$ cat config.mk
export PLATFORM = sky130hd
export DESIGN_NAME = alu_rs_flat
export DESIGN_NICKNAME = d
export VERILOG_FILES = /design/src/rtl/alu_rs_if.sv /design/src/rtl/alu_rs.sv /design/src/flat_wrapper.sv
export SDC_FILE = /design/constraint.sdc
export NUM_CORES = 2
export LEC_CHECK = 0
export CORE_ASPECT_RATIO = 0.75
export CORE_MARGIN = 1
export CORE_UTILIZATION = 35
export CTS_CLUSTER_SIZE = 16
export DETAILED_ROUTE_END_ITERATION = 8
export PLACE_DENSITY = 0.59
export SLEW_MARGIN = 0
export SYNTH_ARGS = -nofsm -noshare
export SYNTH_HDL_FRONTEND = slang
export SYNTH_SLANG_ARGS = --single-unit
$ cat constraint.sdc
create_clock -name clk -period 10.1 [get_ports clk]
set_input_delay 2.02 -clock clk [delete_from_list [all_inputs] [get_ports clk]]
set_output_delay 2.02 -clock clk [all_outputs]
set_load 0.01 [all_outputs]
$ cat src/rtl/alu_rs_if.sv
`default_nettype none
// ============================================================================
// Module : alu_rs_if
// Dispatch, CDB and issue bundle of the ALU reservation station.
// Rev    : 1.0
// ============================================================================
interface alu_rs_if #(
  parameter int DEPTH = 4,
  parameter int TAG_W = 5
) ();
  localparam int CNT_W = $clog2(DEPTH + 1);

  logic             dp_valid;
  logic             dp_ready;
  logic [TAG_W-1:0] dp_rob_tag;
  logic             dp_rs_rdy;
  logic             dp_rt_rdy;
  logic [TAG_W-1:0] dp_rs_tag;
  logic [TAG_W-1:0] dp_rt_tag;
  logic [31:0]      dp_rs_data;
  logic [31:0]      dp_rt_data;
  logic [31:0]      dp_pc_1;
  logic [31:0]      dp_instr;
  logic [8:0]       dp_ctrl;

  logic             cdb_valid;
  logic [TAG_W-1:0] cdb_tag;
  logic [31:0]      cdb_data;

  logic             iss_valid;
  logic             iss_ready;
  logic [TAG_W-1:0] iss_rob_tag;
  logic [31:0]      iss_rs_data;
  logic [31:0]      iss_rt_data;
  logic [31:0]      iss_pc_1;
  logic [31:0]      iss_instr;
  logic [8:0]       iss_ctrl;

  logic [CNT_W-1:0] count;

  modport master (
    output dp_valid, dp_rob_tag, dp_rs_rdy, dp_rt_rdy, dp_rs_tag, dp_rt_tag,
           dp_rs_data, dp_rt_data, dp_pc_1, dp_instr, dp_ctrl,
           cdb_valid, cdb_tag, cdb_data, iss_ready,
    input  dp_ready, iss_valid, iss_rob_tag, iss_rs_data, iss_rt_data,
           iss_pc_1, iss_instr, iss_ctrl, count
  );

  modport slave (
    input  dp_valid, dp_rob_tag, dp_rs_rdy, dp_rt_rdy, dp_rs_tag, dp_rt_tag,
           dp_rs_data, dp_rt_data, dp_pc_1, dp_instr, dp_ctrl,
           cdb_valid, cdb_tag, cdb_data, iss_ready,
    output dp_ready, iss_valid, iss_rob_tag, iss_rs_data, iss_rt_data,
           iss_pc_1, iss_instr, iss_ctrl, count
  );
endinterface
`default_nettype wire

$ cat src/rtl/alu_rs.sv
`default_nettype none
// ============================================================================
// Module : alu_rs
// Collapsing-queue ALU reservation station: CDB wakeup, oldest-ready issue.
// Rev    : 1.0
// ============================================================================
module alu_rs #(
  parameter int DEPTH = 4,
  parameter int TAG_W = 5
) (
  input  logic    clk,
  input  logic    rst_n,
  input  logic    flush,
  alu_rs_if.slave bus
);
  localparam int CNT_W = $clog2(DEPTH + 1);

  typedef struct packed {
    logic [TAG_W-1:0] rob_tag;
    logic             rs_rdy;
    logic [TAG_W-1:0] rs_tag;
    logic [31:0]      rs_data;
    logic             rt_rdy;
    logic [TAG_W-1:0] rt_tag;
    logic [31:0]      rt_data;
    logic [31:0]      pc_1;
    logic [31:0]      instr;
    logic [8:0]       ctrl;
  } entry_t;

  logic [DEPTH-1:0] r_valid;
  entry_t           r_ent [DEPTH];
  logic [CNT_W-1:0] r_count;

  // Woken copy of each entry; index DEPTH is an empty slot shifted into the top.
  logic [DEPTH:0]   w_wk_v;
  entry_t           w_wk [DEPTH+1];
  entry_t           w_new;
  logic [DEPTH-1:0] w_nxt_v;
  entry_t           w_nxt [DEPTH];
  logic [CNT_W-1:0] w_count_nxt;
  logic [CNT_W-1:0] w_dp_pos;
  logic [DEPTH-1:0] w_sel_oh;
  logic [DEPTH-1:0] w_shift;
  logic             w_any;
  logic             w_iss_fire;
  logic             w_dp_fire;

  assign bus.dp_ready  = (r_count < CNT_W'(DEPTH));
  assign bus.iss_valid = w_any & ~flush;
  assign bus.count     = r_count;
  assign w_iss_fire    = bus.iss_valid & bus.iss_ready;
  assign w_dp_fire     = bus.dp_valid & bus.dp_ready & ~flush;
  assign w_dp_pos      = r_count - CNT_W'(w_iss_fire);

  always_comb begin
    w_wk_v = '0;
    for (int i = 0; i < DEPTH; i++) begin
      w_wk_v[i] = r_valid[i];
      w_wk[i]   = r_ent[i];
      if (bus.cdb_valid && r_valid[i]) begin
        if (!r_ent[i].rs_rdy && (r_ent[i].rs_tag == bus.cdb_tag)) begin
          w_wk[i].rs_rdy  = 1'b1;
          w_wk[i].rs_data = bus.cdb_data;
        end
        if (!r_ent[i].rt_rdy && (r_ent[i].rt_tag == bus.cdb_tag)) begin
          w_wk[i].rt_rdy  = 1'b1;
          w_wk[i].rt_data = bus.cdb_data;
        end
      end
    end
    w_wk[DEPTH] = '0;
  end

  // Oldest ready entry; with nothing ready the data outputs follow entry 0.
  always_comb begin
    w_sel_oh        = '0;
    w_any           = 1'b0;
    bus.iss_rob_tag = r_ent[0].rob_tag;
    bus.iss_rs_data = r_ent[0].rs_data;
    bus.iss_rt_data = r_ent[0].rt_data;
    bus.iss_pc_1    = r_ent[0].pc_1;
    bus.iss_instr   = r_ent[0].instr;
    bus.iss_ctrl    = r_ent[0].ctrl;
    for (int i = 0; i < DEPTH; i++) begin
      if (!w_any && r_valid[i] && r_ent[i].rs_rdy && r_ent[i].rt_rdy) begin
        w_sel_oh[i]     = 1'b1;
        w_any           = 1'b1;
        bus.iss_rob_tag = r_ent[i].rob_tag;
        bus.iss_rs_data = r_ent[i].rs_data;
        bus.iss_rt_data = r_ent[i].rt_data;
        bus.iss_pc_1    = r_ent[i].pc_1;
        bus.iss_instr   = r_ent[i].instr;
        bus.iss_ctrl    = r_ent[i].ctrl;
      end
    end
  end

  // Entries at and above the issued slot collapse down by one.
  always_comb begin
    logic acc;
    acc     = 1'b0;
    w_shift = '0;
    for (int i = 0; i < DEPTH; i++) begin
      acc        = acc | w_sel_oh[i];
      w_shift[i] = w_iss_fire & acc;
    end
  end

  always_comb begin
    w_new.rob_tag = bus.dp_rob_tag;
    w_new.rs_rdy  = bus.dp_rs_rdy;
    w_new.rs_tag  = bus.dp_rs_tag;
    w_new.rs_data = bus.dp_rs_data;
    w_new.rt_rdy  = bus.dp_rt_rdy;
    w_new.rt_tag  = bus.dp_rt_tag;
    w_new.rt_data = bus.dp_rt_data;
    w_new.pc_1    = bus.dp_pc_1;
    w_new.instr   = bus.dp_instr;
    w_new.ctrl    = bus.dp_ctrl;
    if (!bus.dp_rs_rdy && bus.cdb_valid && (bus.cdb_tag == bus.dp_rs_tag)) begin
      w_new.rs_rdy  = 1'b1;
      w_new.rs_data = bus.cdb_data;
    end
    if (!bus.dp_rt_rdy && bus.cdb_valid && (bus.cdb_tag == bus.dp_rt_tag)) begin
      w_new.rt_rdy  = 1'b1;
      w_new.rt_data = bus.cdb_data;
    end
  end

  always_comb begin
    w_nxt_v = '0;
    for (int i = 0; i < DEPTH; i++) begin
      w_nxt_v[i] = w_shift[i] ? w_wk_v[i+1] : w_wk_v[i];
      w_nxt[i]   = w_shift[i] ? w_wk[i+1]   : w_wk[i];
      if (w_dp_fire && (w_dp_pos == CNT_W'(i))) begin
        w_nxt_v[i] = 1'b1;
        w_nxt[i]   = w_new;
      end
      if (flush) begin
        w_nxt_v[i] = 1'b0;
      end
    end
  end

  always_comb begin
    w_count_nxt = r_count;
    if (flush) begin
      w_count_nxt = '0;
    end else if (w_dp_fire && !w_iss_fire) begin
      w_count_nxt = r_count + CNT_W'(1);
    end else if (!w_dp_fire && w_iss_fire) begin
      w_count_nxt = r_count - CNT_W'(1);
    end
  end

  always_ff @(posedge clk or negedge rst_n) begin
    if (!rst_n) begin
      r_valid <= '0;
      r_count <= '0;
    end else begin
      r_valid <= w_nxt_v;
      r_count <= w_count_nxt;
    end
  end

  // Payload is qualified by r_valid, so it carries no reset.
  always_ff @(posedge clk) begin
    for (int i = 0; i < DEPTH; i++) begin
      r_ent[i] <= w_nxt[i];
    end
  end
endmodule
`default_nettype wire

$ cat src/flat_wrapper.sv
// flat-port wrapper written by rule: the top's interface ports become plain ports
module alu_rs_flat 
#(
  parameter int DEPTH = 4,
  parameter int TAG_W = 5
)
  (clk, rst_n, flush, bus_dp_valid, bus_dp_rob_tag, bus_dp_rs_rdy, bus_dp_rt_rdy, bus_dp_rs_tag, bus_dp_rt_tag, bus_dp_rs_data, bus_dp_rt_data, bus_dp_pc_1, bus_dp_instr, bus_dp_ctrl, bus_cdb_valid, bus_cdb_tag, bus_cdb_data, bus_iss_ready, bus_dp_ready, bus_iss_valid, bus_iss_rob_tag, bus_iss_rs_data, bus_iss_rt_data, bus_iss_pc_1, bus_iss_instr, bus_iss_ctrl, bus_count);
  alu_rs_if #(.DEPTH(DEPTH), .TAG_W(TAG_W)) bus_i ();
  input  logic clk;
  input  logic rst_n;
  input  logic flush;
  input wire logic [$bits(bus_i.dp_valid)-1:0] bus_dp_valid;
  input wire logic [$bits(bus_i.dp_rob_tag)-1:0] bus_dp_rob_tag;
  input wire logic [$bits(bus_i.dp_rs_rdy)-1:0] bus_dp_rs_rdy;
  input wire logic [$bits(bus_i.dp_rt_rdy)-1:0] bus_dp_rt_rdy;
  input wire logic [$bits(bus_i.dp_rs_tag)-1:0] bus_dp_rs_tag;
  input wire logic [$bits(bus_i.dp_rt_tag)-1:0] bus_dp_rt_tag;
  input wire logic [$bits(bus_i.dp_rs_data)-1:0] bus_dp_rs_data;
  input wire logic [$bits(bus_i.dp_rt_data)-1:0] bus_dp_rt_data;
  input wire logic [$bits(bus_i.dp_pc_1)-1:0] bus_dp_pc_1;
  input wire logic [$bits(bus_i.dp_instr)-1:0] bus_dp_instr;
  input wire logic [$bits(bus_i.dp_ctrl)-1:0] bus_dp_ctrl;
  input wire logic [$bits(bus_i.cdb_valid)-1:0] bus_cdb_valid;
  input wire logic [$bits(bus_i.cdb_tag)-1:0] bus_cdb_tag;
  input wire logic [$bits(bus_i.cdb_data)-1:0] bus_cdb_data;
  input wire logic [$bits(bus_i.iss_ready)-1:0] bus_iss_ready;
  output wire logic [$bits(bus_i.dp_ready)-1:0] bus_dp_ready;
  output wire logic [$bits(bus_i.iss_valid)-1:0] bus_iss_valid;
  output wire logic [$bits(bus_i.iss_rob_tag)-1:0] bus_iss_rob_tag;
  output wire logic [$bits(bus_i.iss_rs_data)-1:0] bus_iss_rs_data;
  output wire logic [$bits(bus_i.iss_rt_data)-1:0] bus_iss_rt_data;
  output wire logic [$bits(bus_i.iss_pc_1)-1:0] bus_iss_pc_1;
  output wire logic [$bits(bus_i.iss_instr)-1:0] bus_iss_instr;
  output wire logic [$bits(bus_i.iss_ctrl)-1:0] bus_iss_ctrl;
  output wire logic [$bits(bus_i.count)-1:0] bus_count;
  assign bus_i.dp_valid = bus_dp_valid;
  assign bus_i.dp_rob_tag = bus_dp_rob_tag;
  assign bus_i.dp_rs_rdy = bus_dp_rs_rdy;
  assign bus_i.dp_rt_rdy = bus_dp_rt_rdy;
  assign bus_i.dp_rs_tag = bus_dp_rs_tag;
  assign bus_i.dp_rt_tag = bus_dp_rt_tag;
  assign bus_i.dp_rs_data = bus_dp_rs_data;
  assign bus_i.dp_rt_data = bus_dp_rt_data;
  assign bus_i.dp_pc_1 = bus_dp_pc_1;
  assign bus_i.dp_instr = bus_dp_instr;
  assign bus_i.dp_ctrl = bus_dp_ctrl;
  assign bus_i.cdb_valid = bus_cdb_valid;
  assign bus_i.cdb_tag = bus_cdb_tag;
  assign bus_i.cdb_data = bus_cdb_data;
  assign bus_i.iss_ready = bus_iss_ready;
  assign bus_dp_ready = bus_i.dp_ready;
  assign bus_iss_valid = bus_i.iss_valid;
  assign bus_iss_rob_tag = bus_i.iss_rob_tag;
  assign bus_iss_rs_data = bus_i.iss_rs_data;
  assign bus_iss_rt_data = bus_i.iss_rt_data;
  assign bus_iss_pc_1 = bus_i.iss_pc_1;
  assign bus_iss_instr = bus_i.iss_instr;
  assign bus_iss_ctrl = bus_i.iss_ctrl;
  assign bus_count = bus_i.count;
  alu_rs #(.DEPTH(DEPTH), .TAG_W(TAG_W)) u_core (.clk(clk), .rst_n(rst_n), .flush(flush), .bus(bus_i));
endmodule
**After elaboration in Yosys (flattened, before gate mapping)**

Memories as Yosys holds them, arrays and structs flattened.
Cells that the tools add are included.

- Register bits after elaboration: 7
- Memory bits (writable): 616
- Bits of input ports: 197
- Output and inout bits: 147
- Word-level logic and storage cells: 169
- Memories: 1

- Add/subtract/negate cells: 3
- Magnitude comparators: 1
- Eq/ne operators: 13
- Muxes and demuxes: 80
- Bitwise logic cells: 12
- Reduce and logical (&&, ||, !) cells: 54

Memories:

| name | depth | width | rd ports | clocked after memory_dff | write ports | line | text |
|---|---|---|---|---|---|---|---|
| u_core.r_ent | 4 | 154 | 4 | 0 | 4 | alu_rs.sv:32 | `entry_t r_ent [DEPTH];` |

Operators with widths:

| cell | count |
|---|---|
| $mux 154 | 8 |
| $mux 32 | 26 |
| $mux 33 | 4 |
| $eq 5x5->1 | 10 |
| $logic_and 1x1->1 | 33 |
| $mux 1 | 33 |
| $mux 9 | 3 |
| $logic_not 1->1 | 15 |
| $mux 5 | 3 |
| $reduce_bool 3->1 | 5 |
| $mux 3 | 3 |
| $and 1x1->1 | 8 |
| $eq 3x2->1 const B | 2 |
| $add 3x1->3 const B | 1 |
| $eq 3x1->1 const B | 1 |
| $logic_not 3->1 | 1 |
| $lt 3x3->1 const B | 1 |
| $or 1x1->1 | 3 |
| $sub 3x1->3 | 1 |
| $sub 3x1->3 const B | 1 |
| $not 1->1 | 1 |

**Logic depth before layout (Yosys ltp)**

An unclocked memory read counts as a cell.

- Word-level depth: 26
- Gate-level depth with buffers: 14
- Mapped depth without buffers: 12

**Worst setup path before layout**

No wires, ideal clock.

- Kind: in2reg
- Start: input port bus_iss_ready
- End: memory u_core.r_ent[1][134] in the netlist's numbering
- Setup time: 0.291 ns
- Arrival: 6.696 ns
- Required time: 9.809 ns
- Path slack: 3.113 ns
- Cell stages on the path: 11
- Path buffers: 2
- Cell sequence: nor2b_1 o21ai_1 clkinv_1 ha_1 ha_1 nor4b_2 nand3b_1 clkbuf_1 nand2_1 clkbuf_1 o221ai_1

RTL lines:

| what | line | text |
|---|---|---|
| from (decl) | flat_wrapper.sv:26 | `input wire logic [$bits(bus_i.iss_ready)-1:0] bus_iss_ready;` |
| to (decl) | alu_rs.sv:32 |  |

==> reports/metrics.csv <==
metric,value,unit
status,"finished, final reports clean",
clk_pin_slew,60,ps
slew_viol_final,0,
syn_nets,3203,
p_seq_share,46.9,%
setup.worst_path.start_class,input pin,
overflow,0,
synth.avg_cell_area,11.1,um2
fin_setup_tns,0,ps
rows,97,
htree_levels,3,
ir_drop,130,uV
clock_sinks,623,
cpPeakStageDelay,790,ps
worstSetupPathType,in -> reg,
first_pass_iters,5,
swShare,29.3,%
grtUsageMet2,34.3,%
cts.path.max_buffers,3,
hold_class,reg -> reg,
die_y,270,um
antenna_left,0,
slowest_stage,clkdlybuf4s50_1,
post_cts.repair.setup_buffers,0,
holdBufCountCts,0,
intPower,5.36,mW
tritoncts,yes,
setup_violations,0,
synth-seq-cells,623,
worst_clock_skew,21.2,ps
rsz0062_at_grt,no,
clkPwrFrac,32.7,%
dp.cells,4317,
yosysWarningCount,0,
synth_edf_count,418,
synthDominantCellAreaShare,37.6,%
vias,26100,
ys_types,63,
syn_inst,3003,
comb_power_share,20.4,%
arrival,7010,ps
routed_wl,113,mm
die_w,359,um
cp_data_required_time,10610,ps
avgRoutedWirePerCell,25.4,um
dieArea,96700,um2
hold_violations,0,
antenna_found_initial,10,
cts-root-buf,clkbuf_16,
grt_start_max_net_pins,159,
finalNonFillerCells,4444,
grtUsageTotal,22.5,%
pwr_density_cell,191,nW/um2
met1_usage,33.3,%
worstSetupEndpointType,flop,
ys_seq_area_share,50.0,%
clock_latency,620,ps
slew_headroom,28.4,%
gr-usage-met3,3.17,%
cp_max_fo,47,
viasPerCell,5.87,
cts_resized,0,
syn_area,33400,um2
drc,0,
core_area,93900,um2
p_leak,15.2,nW
port_buffers,343,
grt_pass1_vias,25500,
max_cap_viol_count,0,
fmax,154,MHz
min_period,6490,ps
grt_pass1_wl,167,mm
synthFlopType,edfxtp_1,
gp_congestion,0.785,
syn2layout_area_growth,18.6,%
initial_utilization,35.6,%
cts_buffers,68,
worstMarginPinSlew,1070,ps
dp_hpwl,62.3,mm
switchingPower,2.22,mW
async_flop_share,1.12,%
top_usage_layer,met2,
initialDrtViolationCount,2656,
nNetsFinal,3350,
hold_slack,559,ps
crit_chain,clkdlybuf4s50_1 -> nor2b_1 -> o21ai_1 -> clkinv_1 -> ha_1 -> ha_1 -> or4b_4 -> nor3b_4 -> buf_4 -> nor2_4 -> inv_4 -> buf_4 -> a211oi_1 -> a221oi_2,
pin_count,344,
ys_top_cells_by_area,"edfxtp_1 (38%), dfxtp_1 (12%), mux2i_1 (11%), a22o_1 (4.6%), o221ai_1 (3.4%)",
drive_gt1_share,7.93,%
finalCritPeriodShare,64.3,%
yosysTopAreaCell,edfxtp_1,
[layout make-up]
class | count | area, um2
Tap cell | 1237 | 1550
Inverter | 8 | 32.5
Multi-Input combinational cell | 2050 | 15300
Sequential cell | 623 | 16700
Fill cell | 8913 | 54300
Timing Repair Buffer | 399 | 3900
Clock buffer | 92 | 1850
Antenna cell | 4 | 10.0
Clock inverter | 31 | 287
[worst max-delay path, delay by kind of cell]
kind,cells,cell delay [ps]
and+or+nand+nor,4,1070
AOI/OAI and AO/OA,3,630
adders and majority gates,2,480
buffers and inverters,5,2720
[final timing paths]
path | depth (start not counted) | to | start | slack, ps
max in group asynchronous | 1 | u_core.bus.count[2] | rst_n | 8120
min reg2reg | 1 | u_core.r_ent[2][27] | u_core.r_ent[3][27] | 560
max | 14 | u_core.r_ent[2][148] | flush | 3610
min in group asynchronous | 1 | u_core.bus.count[1] | rst_n | 1700
min | 1 | u_core.r_ent[2][27] | u_core.r_ent[3][27] | 560
max reg2reg | 14 | u_core.r_ent[2][148] | u_core.r_ent[0][148] | 4860
[logic make-up (layout without fill, tap and decap cells)]
group | after synthesis | after routing | synth area share (%)
muxes | 386 | 386 | 12.7
buffers and inverters | 330 | 530 | 4.75
AOI/OAI and AO/OA | 940 | 940 | 21.2
DFF | 623 | 623 | 50.0
adders and majority gates | 3 | 3 | 0.135
and+or+nand+nor | 670 | 670 | 9.86
xor gates and xnor gates | 51 | 51 | 1.34
other | 0 | 4 | 0
[cells in the final DEF (no fill, tap or decap), types with 68 or more instances in the layout]
cell             instances
nand3_1                 98
and2_1                  89
a21o_1                 145
o22ai_1                 98
dfxtp_1                198
a211oi_1               144
a22o_1                 176
nor2_1                 155
edfxtp_1               418
clkdlybuf4s50_1        343
clkbuf_16               68
nand2_1                190
mux2i_1                355
o221ai_1               130
[stage by stage]
stage	cell area [um2]	setup WS, ps	utilization (%)	power (mW)
finish	39600	3610	42.2	7.58
global route	39600	3260	42.2	7.89
CTS	39600	3610	42.2	7.59
detailed placement	37500	2960	39.9	5.11
global placement	37500	3010	39.9	5.09
floorplan	33400	3110	-	4.52
[power groups by stage]
stage | registers, mW | clock network (mW) | logic (mW)
global placement | 3.58 | 0 | 1.51
floorplan | 3.50 | 0 | 1.02
detailed placement | 3.58 | 0 | 1.53
finish | 3.55 | 2.48 | 1.55
CTS | 3.53 | 2.52 | 1.54
global route | 3.60 | 2.61 | 1.68
[cells in the mapped netlist, types with 4 or more instances]
library cell / number
o21ai_1: 42
xor2_1: 36
buf_6: 25
or3_1: 25
a21oi_1: 41
a22o_1: 176
a211oi_1: 144
mux2i_1: 355
nor2_1: 159
mux2i_4: 30
a21o_1: 145
buf_2: 70
o221a_2: 23
o21ai_0: 51
o21ai_2: 13
nand2_1: 194
buf_1: 28
and2_1: 89
dfxtp_1: 198
dfrtp_1: 7
o221ai_1: 130
nand3_1: 100
o22ai_1: 98
nor4_2: 4
and3_1: 68
nand3b_1: 4
xnor2_1: 15
inv_1: 6
clkbuf_1: 178
nor3_1: 7
buf_4: 19
a21boi_0: 64
edfxtp_1: 418
[flip-flops by register name, indices dropped and copies added, names as in the netlist]
register	count
u_core.bus.count	3
u_core.r_ent	616
u_core.r_valid	4
[metal layers]
layer / wire length (um) / up-vias
li1: - / 11900
met3: 7390 / 142
met5: 48 / -
met2: 50700 / 1039
met1: 52500 / 13000
met4: 2130 / 8
(Power assumes the default switching activity.)
